`config.mk`:
```
export PLATFORM = sky130hd
export DESIGN_NAME = serial_deserializer_flat
export DESIGN_NICKNAME = d
export VERILOG_FILES = /design/src/rtl/serial_deserializer_if.sv /design/src/rtl/serial_deserializer.sv /design/src/flat_wrapper.sv
export SDC_FILE = /design/constraint.sdc
export NUM_CORES = 1
export LEC_CHECK = 0
export CAP_MARGIN = 0
export CELL_PAD_IN_SITES_DETAIL_PLACEMENT = 1
export CELL_PAD_IN_SITES_GLOBAL_PLACEMENT = 2
export CORE_UTILIZATION = 30
export DETAILED_ROUTE_END_ITERATION = 10
export PLACE_DENSITY = 0.7
export SYNTH_ARGS = -nofsm -noshare
export SYNTH_HDL_FRONTEND = slang
export SYNTH_SLANG_ARGS = --single-unit
```
`constraint.sdc`:
```
create_clock -name clk -period 1.7 [get_ports clk]
set_input_delay 0.425 -clock clk [delete_from_list [all_inputs] [get_ports clk]]
set_output_delay 0.425 -clock clk [all_outputs]
set_load 0.02 [all_outputs]
```
`src/rtl/serial_deserializer_if.sv`:
```
// ---------------------------------------------------------------------------
// serial_deserializer_if
//  Bundles the serial input stream and the parallel word output of the
//  serial_deserializer. clk and reset stay outside the bundle as plain ports.
//
//  Signals
//   En          bit-valid enable (driver -> deserializer)
//   D           serial data bit (driver -> deserializer)
//   clear       synchronous abort of a partial word (driver -> deserializer)
//   data_out    last completed word (deserializer -> consumer)
//   word_valid  one-cycle strobe when data_out is updated
//   busy        a word is partially assembled
//   bit_count   data bits captured in the current word
//   parity_err  one-cycle strobe with word_valid on bad parity
//
//  Modports
//   master  drives En/D/clear, observes the word outputs
//   slave   the deserializer itself
// ---------------------------------------------------------------------------
interface serial_deserializer_if #(
  parameter int WIDTH = 8,
  parameter int CNT_W = 4
) ();

  logic             En;
  logic             D;
  logic             clear;
  logic [WIDTH-1:0] data_out;
  logic             word_valid;
  logic             busy;
  logic [CNT_W-1:0] bit_count;
  logic             parity_err;

  modport master (
    output En,
    output D,
    output clear,
    input  data_out,
    input  word_valid,
    input  busy,
    input  bit_count,
    input  parity_err
  );

  modport slave (
    input  En,
    input  D,
    input  clear,
    output data_out,
    output word_valid,
    output busy,
    output bit_count,
    output parity_err
  );

endinterface

```
`src/rtl/serial_deserializer.sv`:
```
// ---------------------------------------------------------------------------
// serial_deserializer
//  Assembles WIDTH-bit words, MSB first, from the registered serial stream
//  (D qualified by En). Each completed word is presented on data_out together
//  with a one-cycle word_valid strobe; data_out then holds until the next
//  completion. Back-to-back words are supported: a bit arriving in the DONE
//  cycle becomes the first bit of the next word.
//
//  Optional feature: define DESER_PARITY_EN to expect one extra serial bit
//  after every word. Even parity over the WIDTH data bits plus the parity bit
//  is required; a mismatch raises parity_err alongside word_valid (the word is
//  still delivered). With the macro undefined there is no PARITY state and
//  parity_err is tied low.
//
//  Ports
//   clk    in  clock, rising edge
//   reset  in  asynchronous active-low reset
//   bus    serial_deserializer_if.slave (En, D, clear in; data_out,
//          word_valid, busy, bit_count, parity_err out)
//
//  States
//   IDLE   | no word in progress, waiting for the first bit
//   SHIFT  | collecting data bits, bit_count holds bits captured so far
//   PARITY | all data bits in, waiting for the parity bit (macro only)
//   DONE   | word_valid cycle; data_out carries the new word
// ---------------------------------------------------------------------------
module serial_deserializer #(
  parameter int WIDTH = 8,
  parameter int CNT_W = 4
) (
  input logic                 clk,
  input logic                 reset,
  serial_deserializer_if.slave bus
);

  typedef enum logic [1:0] {
    IDLE   = 2'd0,
    SHIFT  = 2'd1,
`ifdef DESER_PARITY_EN
    PARITY = 2'd2,
`endif
    DONE   = 2'd3
  } state_t;

  localparam logic [CNT_W-1:0] LAST_BIT = CNT_W'(WIDTH - 1);

  state_t           state;
  logic [WIDTH-1:0] shift_reg;
  logic [WIDTH-1:0] shifted;
  logic [WIDTH-1:0] data_out_q;
  logic             word_valid_q;
  logic             busy_q;
  logic [CNT_W-1:0] bit_count_q;
  logic             parity_err_q;

  // First captured bit ends up in the MSB after WIDTH shifts.
  assign shifted = {shift_reg[WIDTH-2:0], bus.D};

  always_ff @(posedge clk or negedge reset) begin
    if (!reset) begin
      state        <= IDLE;
      shift_reg    <= '0;
      data_out_q   <= '0;
      word_valid_q <= 1'b0;
      busy_q       <= 1'b0;
      bit_count_q  <= '0;
      parity_err_q <= 1'b0;
    end else begin
      // Strobes are high only in the DONE cycle; every entry into DONE
      // re-asserts them explicitly below.
      word_valid_q <= 1'b0;
      parity_err_q <= 1'b0;

      if (bus.clear) begin
        // Abort wins over En everywhere; the last completed word is kept.
        state       <= IDLE;
        shift_reg   <= '0;
        bit_count_q <= '0;
        busy_q      <= 1'b0;
      end else begin
        case (state)
          IDLE: begin
            if (bus.En) begin
              shift_reg   <= shifted;
              bit_count_q <= CNT_W'(1);
              busy_q      <= 1'b1;
              state       <= SHIFT;
            end
          end

          SHIFT: begin
            if (bus.En) begin
              shift_reg <= shifted;
              if (bit_count_q == LAST_BIT) begin
                bit_count_q <= '0;
`ifdef DESER_PARITY_EN
                state       <= PARITY;
`else
                data_out_q   <= shifted;
                word_valid_q <= 1'b1;
                busy_q       <= 1'b0;
                state        <= DONE;
`endif
              end else begin
                bit_count_q <= bit_count_q + CNT_W'(1);
              end
            end
          end

`ifdef DESER_PARITY_EN
          PARITY: begin
            if (bus.En) begin
              // Even parity: data bits plus parity bit must XOR to zero.
              data_out_q   <= shift_reg;
              parity_err_q <= ^{shift_reg, bus.D};
              word_valid_q <= 1'b1;
              busy_q       <= 1'b0;
              state        <= DONE;
            end
          end
`endif

          DONE: begin
            if (bus.En) begin
              // Next word starts immediately so no bit is lost.
              shift_reg   <= shifted;
              bit_count_q <= CNT_W'(1);
              busy_q      <= 1'b1;
              state       <= SHIFT;
            end else begin
              state <= IDLE;
            end
          end

          default: begin
            state       <= IDLE;
            shift_reg   <= '0;
            bit_count_q <= '0;
            busy_q      <= 1'b0;
          end
        endcase
      end
    end
  end

`ifndef DESER_PARITY_EN
  // Without the parity stage the word is taken from the shift path, so the
  // register MSB is never read back.
  logic unused_shift_msb;
  assign unused_shift_msb = shift_reg[WIDTH-1];
`endif

  assign bus.data_out   = data_out_q;
  assign bus.word_valid = word_valid_q;
  assign bus.busy       = busy_q;
  assign bus.bit_count  = bit_count_q;
`ifdef DESER_PARITY_EN
  assign bus.parity_err = parity_err_q;
`else
  assign bus.parity_err = 1'b0;
  logic unused_parity_err;
  assign unused_parity_err = parity_err_q;
`endif

endmodule
```
`src/flat_wrapper.sv`:
```
// flat-port wrapper written by rule: the top's interface ports become plain ports
module serial_deserializer_flat 
#(
  parameter int WIDTH = 8,
  parameter int CNT_W = 4
)
  (clk, reset, bus_En, bus_D, bus_clear, bus_data_out, bus_word_valid, bus_busy, bus_bit_count, bus_parity_err);
  serial_deserializer_if #(.WIDTH(WIDTH), .CNT_W(CNT_W)) bus_i ();
  input logic clk;
  input logic reset;
  input wire logic [$bits(bus_i.En)-1:0] bus_En;
  input wire logic [$bits(bus_i.D)-1:0] bus_D;
  input wire logic [$bits(bus_i.clear)-1:0] bus_clear;
  output wire logic [$bits(bus_i.data_out)-1:0] bus_data_out;
  output wire logic [$bits(bus_i.word_valid)-1:0] bus_word_valid;
  output wire logic [$bits(bus_i.busy)-1:0] bus_busy;
  output wire logic [$bits(bus_i.bit_count)-1:0] bus_bit_count;
  output wire logic [$bits(bus_i.parity_err)-1:0] bus_parity_err;
  assign bus_i.En = bus_En;
  assign bus_i.D = bus_D;
  assign bus_i.clear = bus_clear;
  assign bus_data_out = bus_i.data_out;
  assign bus_word_valid = bus_i.word_valid;
  assign bus_busy = bus_i.busy;
  assign bus_bit_count = bus_i.bit_count;
  assign bus_parity_err = bus_i.parity_err;
  serial_deserializer #(.WIDTH(WIDTH), .CNT_W(CNT_W)) u_core (.clk(clk), .reset(reset), .bus(bus_i));
endmodule
```
# [Yosys cells after proc, flatten, opt, wreduce, memory -nomap -nowiden]
# Index checks and enable logic that the tools add are counted.
[classes] eq_ne=8 n_mux=23 n_bitwise=1 add_sub_neg=1 reduce_logical=7
[op_table] cell="$mux 7" count=3
[op_table] cell="$mux 4" count=4
[op_table] cell="$mux 1" count=9
[op_table] cell="$mux 2" count=4
[op_table] cell="$pmux 4 s2" count=1
[op_table] cell="$ne 3x1->1 const B" count=2
[op_table] cell="$ne 3x3->1 const B" count=2
[op_table] cell="$pmux 2 s3" count=1
[op_table] cell="$reduce_and 3->1" count=2
[op_table] cell="$add 4x1->4 const B" count=1
[op_table] cell="$eq 4x3->1 const B" count=1
[op_table] cell="$reduce_and 4->1" count=1
[op_table] cell="$ne 3x2->1 const B" count=1
[op_table] cell="$reduce_or 3->1" count=1
[op_table] cell="$eq 2x1->1 const B" count=1
[op_table] cell="$eq 2x2->1 const B" count=1
[op_table] cell="$logic_not 2->1" count=1
[op_table] cell="$pmux 1 s2" count=1
[op_table] cell="$reduce_and 2->1" count=1
[op_table] cell="$reduce_or 2->1" count=1
[op_table] cell="$not 1->1" count=1
[word_totals] wordCells=46 ff_bits=23

# [Longest topological paths before layout]
[logic_depth] word_depth=5 depth_mapped=6 mapped_depth_nobuf=5

# [Least setup slack after synthesis]
# Ideal clock, no wire load.
[synth_timing] path_kind="reg-to-reg" from="reg u_core.state[0]" to="reg u_core.bit_count_q[3], in the netlist u_core.bus.bit_count[3]" required_time_ns=1.618 slack_ns=-0.112 stages_incl_launch_ff=7 t_arrival_ns=1.730 n_path_buf=1 synth_period_minus_slack_ns=1.812 cell_sequence="dfrtp_1 > inv_1 > ha_1 > or2_2 > clkbuf_2 > or4_1 > o22ai_1"
[synth_between] elab_chain_cells=4 elab_cells_between_ends=9
[synth_rtl] item="start, declared" line="serial_deserializer.sv:47" rtl="state_t state;"
[synth_rtl] item="start signal, assigned" line="serial_deserializer.sv:61" rtl="state <= IDLE;"
[synth_rtl] item="start signal, assigned" line="serial_deserializer.sv:76" rtl="state <= IDLE;"
[synth_rtl] item="start signal, assigned" line="serial_deserializer.sv:87" rtl="state <= SHIFT;"
[synth_rtl] item="$eq 2x2->1 / $logic_not 2->1 (equally long branches)" line="serial_deserializer.sv:81" rtl="case (state)"
[synth_rtl] item="$reduce_or 2->1 (no line)"
[synth_rtl] item="$pmux 4 s2 / $ne 3x1->1 (equally long branches)"
[synth_rtl] item="$mux 4 / $reduce_and 2->1 (equally long branches)"
[synth_rtl] item="end signal, assigned" line="serial_deserializer.sv:105" rtl="bit_count_q <= bit_count_q + CNT_W'(1);"
[synth_rtl] item="end, declared" line="serial_deserializer.sv:53" rtl="logic [CNT_W-1:0] bit_count_q;"
# Several ways; a longest one is shown, not always the timed one.
# A chain may end at the register's enable or synchronous reset.

# [Worst setup path in the final report]
[layout_timing] from="reg u_core.data_out_q[0], in the netlist u_core.bus.data_out[0]" to="out bus_data_out[0]"
[layout_rtl] item="start, declared" line="serial_deserializer.sv:50" rtl="logic [WIDTH-1:0] data_out_q;"
[layout_rtl] item="start signal, assigned" line="serial_deserializer.sv:99" rtl="data_out_q <= shifted;"
[layout_rtl] item="end, declared" line="flat_wrapper.sv:14" rtl="output wire logic [$bits(bus_i.data_out)-1:0] bus_data_out;"
# No word-level cell between the ends.

==> flow_metrics.py <==
metrics = {
    "run_status": {
        "status": "complete, no violations",
    },
    "power": {
        "powerDensity_nw_per_um2": 741,
        "peakVddDrop_uv": 410,
        "p_leak_uw": 0.000801,
    },
    "grt": {
        "grt_max_degree": 24,
        "grt_usage_pct": 15.3,
        "gr-total-overflow": 0,
        "grt_antenna_before_repair": 0,
        "grt_pass1_wl_um": 4670,
        "grt_pass1_vias": 964,
    },
    "layout": {
        "final_layout_size_suffix_gt1_share_pct": 31.9,
        "area_growth_pct": 39.8,
        "final_cell_mix": "dfrtp_1, buf_4, nor2_1",
        "final_cells": 181,
        "stdcell_area_um2": 1570,
        "largest_reg_flops": 8,
        "antenna_cells": 0,
        "final_common_cell": "dfrtp_1",
        "nets": 146,
    },
    "job": {
        "max-cap-violations": 0,
    },
    "clocking": {
        "cts_inserted_buffers": 3,
        "clk_pin_slew_ns": 0.08,
        "clk_path_buf_depth": 2,
        "cts_hold_buf": 0,
        "cts.sinks": 23,
        "htree_levels": 1,
        "cts_tree": "built",
        "clock_latency_ns": 0.27,
        "cts-root-buf": "clkbuf_8",
    },
    "critical_path": {
        "ff2ff_setup_slack_ns": 0.04,
        "cp-end-kind": "primary output",
        "crit_path_cell_trace": "clkdlybuf4s50_1",
        "arrival_ns": 1.24,
        "required_ns": 1.27,
        "path_buf_inv": 1,
        "cp_max_fo": 2,
        "critPathLaunchType": "flop",
        "cp_slowest_stage_delay_ns": 0.61,
        "critPathSlowestCell": "clkdlybuf4s50_1",
        "cp_top_family": "buffers and inverters",
        "critPathKind": "reg -> out",
    },
    "synthesis": {
        "synth.distinct_cells": 35,
        "synth_fa_ha_area_share_pct": 5.56,
        "syn_nets": 109,
        "ys.warnings.count": 0,
        "synth_compound_area_share_pct": 9.23,
        "synth_xor_area_share_pct": 0,
        "yosysSeqAreaShare_pct": 51.2,
        "syn-instance-count": 99,
        "synth_area_per_cell_um2": 11.4,
        "yosys-mux-area-fraction_pct": 14.2,
        "synth_top_family_by_area": "simple AND/OR/NAND/NOR gates",
        "synth_seq_cells": 23,
        "synthTopCellsByArea": "dfrtp_1, mux2i_1, ha_1",
        "synth_edf_count": 0,
        "synth-simple-area-share_pct": 14.8,
        "synthArstFlopShare_pct": 100,
        "synth_flop_cell": "dfrtp_1",
        "synth_area_um2": 1120,
        "synth_area_leader_cell": "dfrtp_1",
        "synth_top_area_share_pct": 51.2,
    },
    "routing": {
        "drc": 0,
        "routed_wirelength_um": 2750,
        "dr.pass1.iters": 4,
        "final_antenna_net_count": 0,
        "dr.first_iter.drc_count": 26,
        "vias": 887,
        "post_drt_via_cell_ratio": 4.90,
        "routedWlPerCell_um": 15.2,
    },
    "place": {
        "port_buffers": 18,
        "dp_hpwl_um": 2000,
        "gpl.final_weighted_congestion": 0.872,
        "post_dp_cell_area_um2": 1490,
        "dp_cells": 175,
    },
    "sta": {
        "hold_viol": 0,
        "setup_viol_count_final": 0,
        "slew_violations": 0,
        "fin_crit_sh_pct": 97.7,
        "final.setup_skew_ns": 0.00484,
        "fmax_mhz": 602,
        "finalCriticalPeriod_ns": 1.66,
        "rsz0062_at_grt": "true",
    },
    "floorplanning": {
        "coreArea_um2": 3470,
        "rows": 21,
        "die_h_um": 63.2,
        "fp.dieArea_um2": 4000,
        "fp.dieW_um": 63.2,
        "initial_core_util_pct": 32.4,
        "io-pin-count": 20,
    },
    "hold_path": {
        "hold_path.class": "reg -> reg",
    },
}
path summary, 6_finish.rpt:
| kind | cells past startpoint | from | end |
|---|---|---|---|
| setup reg to reg | 5 | u_core.state[0] | u_core.bus.bit_count[3] |
| hold reg to reg | 1 | u_core.bus.data_out[6] | u_core.bus.data_out[6] |
| max in group asynchronous | 2 | reset | u_core.bus.bit_count[1] |
| min in group asynchronous | 2 | reset | u_core.bus.data_out[7] |
| setup / recovery | 1 | u_core.bus.data_out[0] | bus_data_out[0] |
| hold / removal | 1 | u_core.bus.data_out[6] | u_core.bus.data_out[6] |
final cells by class:
cell class | count | area [µm²]
clock buffer | 3 | 41.3
fill | 408 | 1900
timing repair buffer | 37 | 339
tap | 46 | 57.6
inverter | 7 | 26.3
sequential | 23 | 579
clock inverter | 1 | 5.00
multi-input combinational | 64 | 524
power by group:
group / switching, µW / leakage [µW] / internal (µW)
logic: 127 / 0.000464 / 113
registers: 14.1 / 0.000312 / 564
clock network: 185 / 0.0000255 / 164
metrics by stage:
stage / hold slack, ns / TNS, ns / util, % / power [µW] / worst slack, ns
2_1_floorplan: 0.129 / -0.443 / - / 710 / -0.0666
3_3_place_gp: 0.467 / -2.34 / 43.0 / 808 / -0.248
3_5_place_dp: 0.482 / -2.49 / 43.0 / 814 / -0.298
4_1_cts: 0.503 / 0 / 44.4 / 1180 / 0.00734
5_1_grt: 0.536 / -0.0144 / 45.3 / 1220 / -0.0133
6_report: 0.501 / 0 / 45.3 / 1170 / 0.0389
what timing repair did:
item                       CTS  global route
setup endpoints to repair    5            14
setup buffers                1             1
gates resized for setup      5            12
cells by family (layout without fill, tap and decap cells):
kind of cell	Yosys count	in the layout
AOI/OAI and AO/OA	16	16
muxes	15	15
other	1	1
DFF	23	23
and+or+nand+nor	27	27
buffers and inverters	12	48
adders and majority gates	5	5
Yosys cell counts, types with 2 or more instances:
library cell	instances
nand2b_1	3
o21ai_0	5
nor2_1	10
a21oi_1	3
inv_1	5
ha_1	5
inv_2	2
dfrtp_1	23
or2_2	2
buf_2	2
nand3_1	2
mux2_2	5
mux2_1	3
or4_1	2
mux2i_1	7
metal layers:
| layer | routed length, µm | GRT usage (%) | up-vias |
|---|---|---|---|
| li1 | - | - | 419 |
| met1 | 1180 | 18.5 | 443 |
| met2 | 1440 | 26.7 | 21 |
| met3 | 98 | 3.80 | 4 |
| met4 | 33 | 4.26 | 0 |
| met5 | 0 | 0 | - |
No activity file was read; power rests on OpenSTA's default activity.
==> patch 1, RTL diff (same settings) <==
One comparison of `bit_count_q` changes from == to >=.
--- a/src/rtl/serial_deserializer.sv
+++ b/src/rtl/serial_deserializer.sv
@@ -91,7 +91,7 @@
           SHIFT: begin
             if (bus.En) begin
               shift_reg <= shifted;
-              if (bit_count_q == LAST_BIT) begin
+              if (bit_count_q >= LAST_BIT) begin
                 bit_count_q <= '0;
 `ifdef DESER_PARITY_EN
                 state       <= PARITY;
Formal check against the unedited RTL: same outputs for any inputs over 10 cycles, from zero or initial values and one cycle with reset low; that may be too few to reach the edited logic, so the function may still have changed.
==> patch 1 against the unedited design <==
  * Synthesized cell count fell by 5.1%
  * Cell area fell by 11%
  * Non-clock buffer count down 9
  * Sequential cell count stayed put
  * Worst setup slack improved by 0.077 ns
  * Sequential share of layout area up 4.4 points
  * Die area shrank 3.4%
  * Power is 6.8% lower
  * Routed wire length shrank 13%
  * Synthesized area shrank 3.6%
  * Sequential power grew 1%
  * Critical path type is now flop to flop
  * Largest power group unchanged
==> patch 1: results (changes against the unedited design) <==
** CTS
- Root buffer selected by CTS :: clkbuf_4
- The number of gates resized after CTS was 14 (+9).

** Power and ir drop
- The peak supply drop was 0.455 mV (+11%).
- LEAKAGE :: 0.731 nW (-8.8%)
- The switching share of total power came to 30.7% (+2.8 points).
- The part of the total power dissipated in combinational logic came to 21.0% (+0.4 points).

** Timing
- Worst Skew :: 0.00293 ns (-0.00191 ns)

** Logic synthesis
- Cells taking the most area after synthesis :: dfrtp_1, mux2_2, mux2i_1
- The number of instances in the synthesized netlist was 94 (-5.1%).
- Synth top cells by count :: dfrtp_1, nor2_1, mux2_2
- Post-synth cell types :: 29 (-17%)

** Global routing
- Global-route track usage on met1 :: 18.9% (+0.40 points)
- The global-route wire length before repair is 4460 um (-4.4%).
- Vias in the first global route :: 901 (-6.5%)
- The met3 track demand over resource was 4.23% (+0.42 points).

** Layout
- The number of nets at the end of the flow is 132 (-9.6%).
- Layout filler cell count :: 372 (-8.8%)
- Share of post-route cells with drive strength above 1 :: 21.5% (-10 points)

** Placement
- The total placed cells including tap cells came to 163 (-6.9%).
- Cell area reported after detailed placement :: 1380 um2 (-7.2%)

** Worst setup path
- In this design, the largest share of critical-path delay is due to flip-flops.
- Slowest stage cell, crit path :: dfrtp_1
- The worst endpoint data arrival time came to 1.81 ns (+0.57 ns).
- The maximum fanout count along the critical path is 9 (+7).

** Routing
- Initial DRC count :: 14 (-46%)
- The wire length on met2 was 1170 um (-19%).
- The detailed-routing wirelength on met1 is 1110 um (-5.5%).
- The routed length on met3 was 75 um (-23%).
- Via count :: 805 (-9.2%)
- The post-detailed-route via-to-cell ratio came to 4.82 (-1.6%).

** Outcome
- The run finished with clean final reports.
[patch 1: cell types whose count changed after synthesis, sizes merged, moves of 2 or more]
cell | unedited run | this run
nand2b | 3 | 1
inv | 7 | 4
a211oi | 0 | 2
nand2 | 0 | 2
nor3 | 0 | 3
o31ai | 1 | 3
nand3 | 2 | 5
or4 | 2 | 0
[patch 1: logic make-up (layout without fill, tap and decap cells)]
kind of cell	Yosys count	in the layout	synth area share (%)
AO/OA/AOI/OAI	16	16	10.5
adder cells (fa/ha/maj)	5	5	5.77
buffers and inverters	9	36	3.81
flip-flops	23	23	53.1
multiplexers	15	15	14.8
other	1	1	0.346
AND/OR/NAND/NOR	25	25	11.8
[patch 1: layout make-up]
cell class	count	area [um2]	share of cell area, %
multi-input combinational	62	468	33.5
inverter	4	15.0	1.07
sequential	23	577	41.3
clock buffer	3	22.5	1.61
timing repair buffer	28	250	17.9
clock inverter	1	7.51	0.537
tap	46	57.6	4.12
[patch 1: final timing paths]
| check | startpoint | end | slack [ns] | depth (start not counted) |
|---|---|---|---|---|
| max | u_core.bus.bit_count[1]$_DFFE_PN0P_ | u_core.bus.data_out[2]$_DFFE_PN0P_ | 0.12 | 5 |
| min | reset | u_core.state[0]$_DFFE_PN0P_ | 0.43 | 2 |
| max reg2reg | u_core.bus.bit_count[1]$_DFFE_PN0P_ | u_core.bus.data_out[2]$_DFFE_PN0P_ | 0.12 | 5 |
| min reg2reg | u_core.bus.data_out[0]$_DFFE_PN0P_ | u_core.bus.data_out[0]$_DFFE_PN0P_ | 0.52 | 1 |
| max in group asynchronous | reset | u_core.bus.bit_count[0]$_DFFE_PN0P_ | 1.02 | 2 |
| min in group clk | u_core.bus.data_out[0]$_DFFE_PN0P_ | u_core.bus.data_out[0]$_DFFE_PN0P_ | 0.52 | 1 |
==> patch 2, RTL diff (config.mk and constraints unchanged) <==
Made on the original files. `WIDTH` is set to 8 in 3 places; all go to 6.
--- a/src/rtl/serial_deserializer_if.sv
+++ b/src/rtl/serial_deserializer_if.sv
@@ -18,7 +18,7 @@
 //   slave   the deserializer itself
 // ---------------------------------------------------------------------------
 interface serial_deserializer_if #(
-  parameter int WIDTH = 8,
+  parameter int WIDTH = 6,
   parameter int CNT_W = 4
 ) ();
 
--- a/src/rtl/serial_deserializer.sv
+++ b/src/rtl/serial_deserializer.sv
@@ -25,7 +25,7 @@
 //   DONE   | word_valid cycle; data_out carries the new word
 // ---------------------------------------------------------------------------
 module serial_deserializer #(
-  parameter int WIDTH = 8,
+  parameter int WIDTH = 6,
   parameter int CNT_W = 4
 ) (
   input logic                 clk,
--- a/src/flat_wrapper.sv
+++ b/src/flat_wrapper.sv
@@ -1,7 +1,7 @@
 // flat-port wrapper written by rule: the top's interface ports become plain ports
 module serial_deserializer_flat 
 #(
-  parameter int WIDTH = 8,
+  parameter int WIDTH = 6,
   parameter int CNT_W = 4
 )
   (clk, reset, bus_En, bus_D, bus_clear, bus_data_out, bus_word_valid, bus_busy, bus_bit_count, bus_parity_err);
Interface: changed (resized bus_data_out); port bits go from 20 to 18. No check against the original RTL was run, so the function may have changed too.
==> patch 2 against the unedited design <==
  * Non-clock buffer count fell by 5
  * Sequential cell count is 4 lower
  * Critical path depth is 4 higher
  * Via count fell by 15%
  * Synthesized cell count decreased by 12%
  * Power down 22%
  * Worst setup slack better by 0.061 ns
  * Routed wire length fell by 23%
  * Cell area is 14% lower
  * Synthesized area decreased by 8.9%
  * Critical path type is now flop to flop
  * Critical endpoint is now u_core.bus.data_out[0]$_DFFE_PN0P_
  * Largest power group unchanged
==> patch 2: results (changes against the unedited design) <==
** Outcome
- The run finished with clean final reports.

** Worst setup path
- The endpoint identified for the worst register-to-register timing path is u_core.bus.data_out[0]$_DFFE_PN0P_.
- Slowest stage cell, crit path :: dfrtp_1
- The largest stage delay on the critical path came to 0.39 ns (-0.22 ns).
- The maximum fanout count along the critical path came to 7 (+5).
- Crit path arrival time :: 1.79 ns (+0.55 ns)
- The worst setup path is of the flop to flop kind.
- Reg-to-reg critical path startpoint :: u_core.state[1]$_DFFE_PN0P_

** CTS
- The clock-pin slew on the worst setup and hold paths came to 0.11 ns (+0.03 ns).
- The clock latency at the later pin of the worst-skew pair was 0.29 ns (+0.02 ns).
- Root buffer selected by CTS :: clkbuf_4
- The post-CTS repair timing setup buffer count came to 0 (-1).
- Number of gates resized after cts :: 11 (+6)

** Layout
- Fraction of area in non-clock buffers :: 20.0% (-1.6 points)
- Sequential cell area in the final layout :: 475 um2 (-18%)
- Number of flip-flops under the largest register name :: 6 (-2)
- The count of multi-input gates came to 57 (-11%).
- The final-layout clock-cell area share is 2.05% (-0.90 points).
- Number of buffers outside the clock class in the layout :: 32 (-14%)
- Share of post-route cells with drive strength above 1 :: 28.0% (-3.9 points)
- The number of nets at the end of the flow is 130 (-11%).
- Number of non-filler instances in the completed layout :: 162 (-10%)
- The non-clock inverter instance count of the final layout came to 6 (-1).
- Layout filler cell count :: 372 (-8.8%)
- Sequential fraction of total cell area :: 35.3% (-1.5 points)
- Multi-input gate area :: 495 um2 (-5.5%)

** Global routing
- Met3 capacity usage during global routing :: 4.05% (+0.25 points)
- The via count of the first global-routing pass is 769 (-20%).
- The global routing met1 resource utilization was 18.2% (-0.32 points).
- GRT Overall Usage :: 13.3% (-2.0 points)
- The global-route wire length before repair is 3580 um (-23%).
- The pin count of the biggest net entering global routing is 20 (-17%).

** Placement
- Detailed placement HPWL :: 1650 um (-17%)
- The routability congestion estimate from global placement is 0.747 (-14%).
- Number of buffer cells added on primary ports :: 16 (-2)
- The area after detailed placement came to 1320 um2 (-11%).

** Routing
- The total detailed-routing wirelength was 2100 um (-23%).
- The violation count after the first detailed-route iteration came to 10 (-62%).
- Number of vias per cell :: 4.63 (-5.5%)

** Worst hold path
- Worst hold path class :: input pin to async pin

** Power and ir drop
- Power Internal :: 0.651 mW (-23%)
- The peak supply drop came to 0.337 mV (-18%).
- Pwr Density :: 674 nW/um2 (-9.2%)
- The register share of total power is 53.0% (+3.5 points).

** Logic synthesis
- Cells taking the most area after synthesis :: dfrtp_1, mux2_4, ha_1
- The average instance area after synthesis was 11.8 um2 (+3.7%).
- The flop and latch count out of synthesis came to 19 (-17%).
- The distinct cell type count of the synthesized netlist was 37 (+5.7%).
- Post-Synthesis Net Count :: 98 (-10%)
- The fraction of the yosys area taken by sequential cells is 46.4% (-4.8 points).

** Timing
- The minimum hold slack came to 0.452 ns (-0.0488 ns).
- The post-route clock skew is 0.00413 ns (-0.000705 ns).
- The smallest setup slack after layout came to 0.100 ns (+0.0612 ns).
==> patch 2: cell types whose count changed after synthesis, moves of 2 or more <==
| cell | change |
|---|---|
| o21ai_0 | -4 |
| dfrtp_1 | -4 |
| mux2_1 | -2 |
| mux2_2 | -5 |
| buf_6 | +2 |
| inv_2 | -2 |
| or4_1 | -2 |
| nor2_1 | -4 |
| mux2_4 | +6 |
==> patch 2: cells by family (layout without fill, tap and decap cells) <==
logic type	Yosys count	count (layout)	share of synthesized area [%]
AO/OA/AOI/OAI	16	16	12.2
adder cells (fa/ha/maj)	6	6	7.33
buffers and inverters	11	42	5.98
flip-flops	19	19	46.4
multiplexers	13	13	15.8
other	1	1	0.366
AND/OR/NAND/NOR	21	21	12.0
==> patch 2: metal layers <==
metal / wire, um / vias to the layer above
met5: 0 / -
met2: 914 / 20
li1: - / 365
met1: 1100 / 365
met4: 0 / 0
met3: 92 / 0
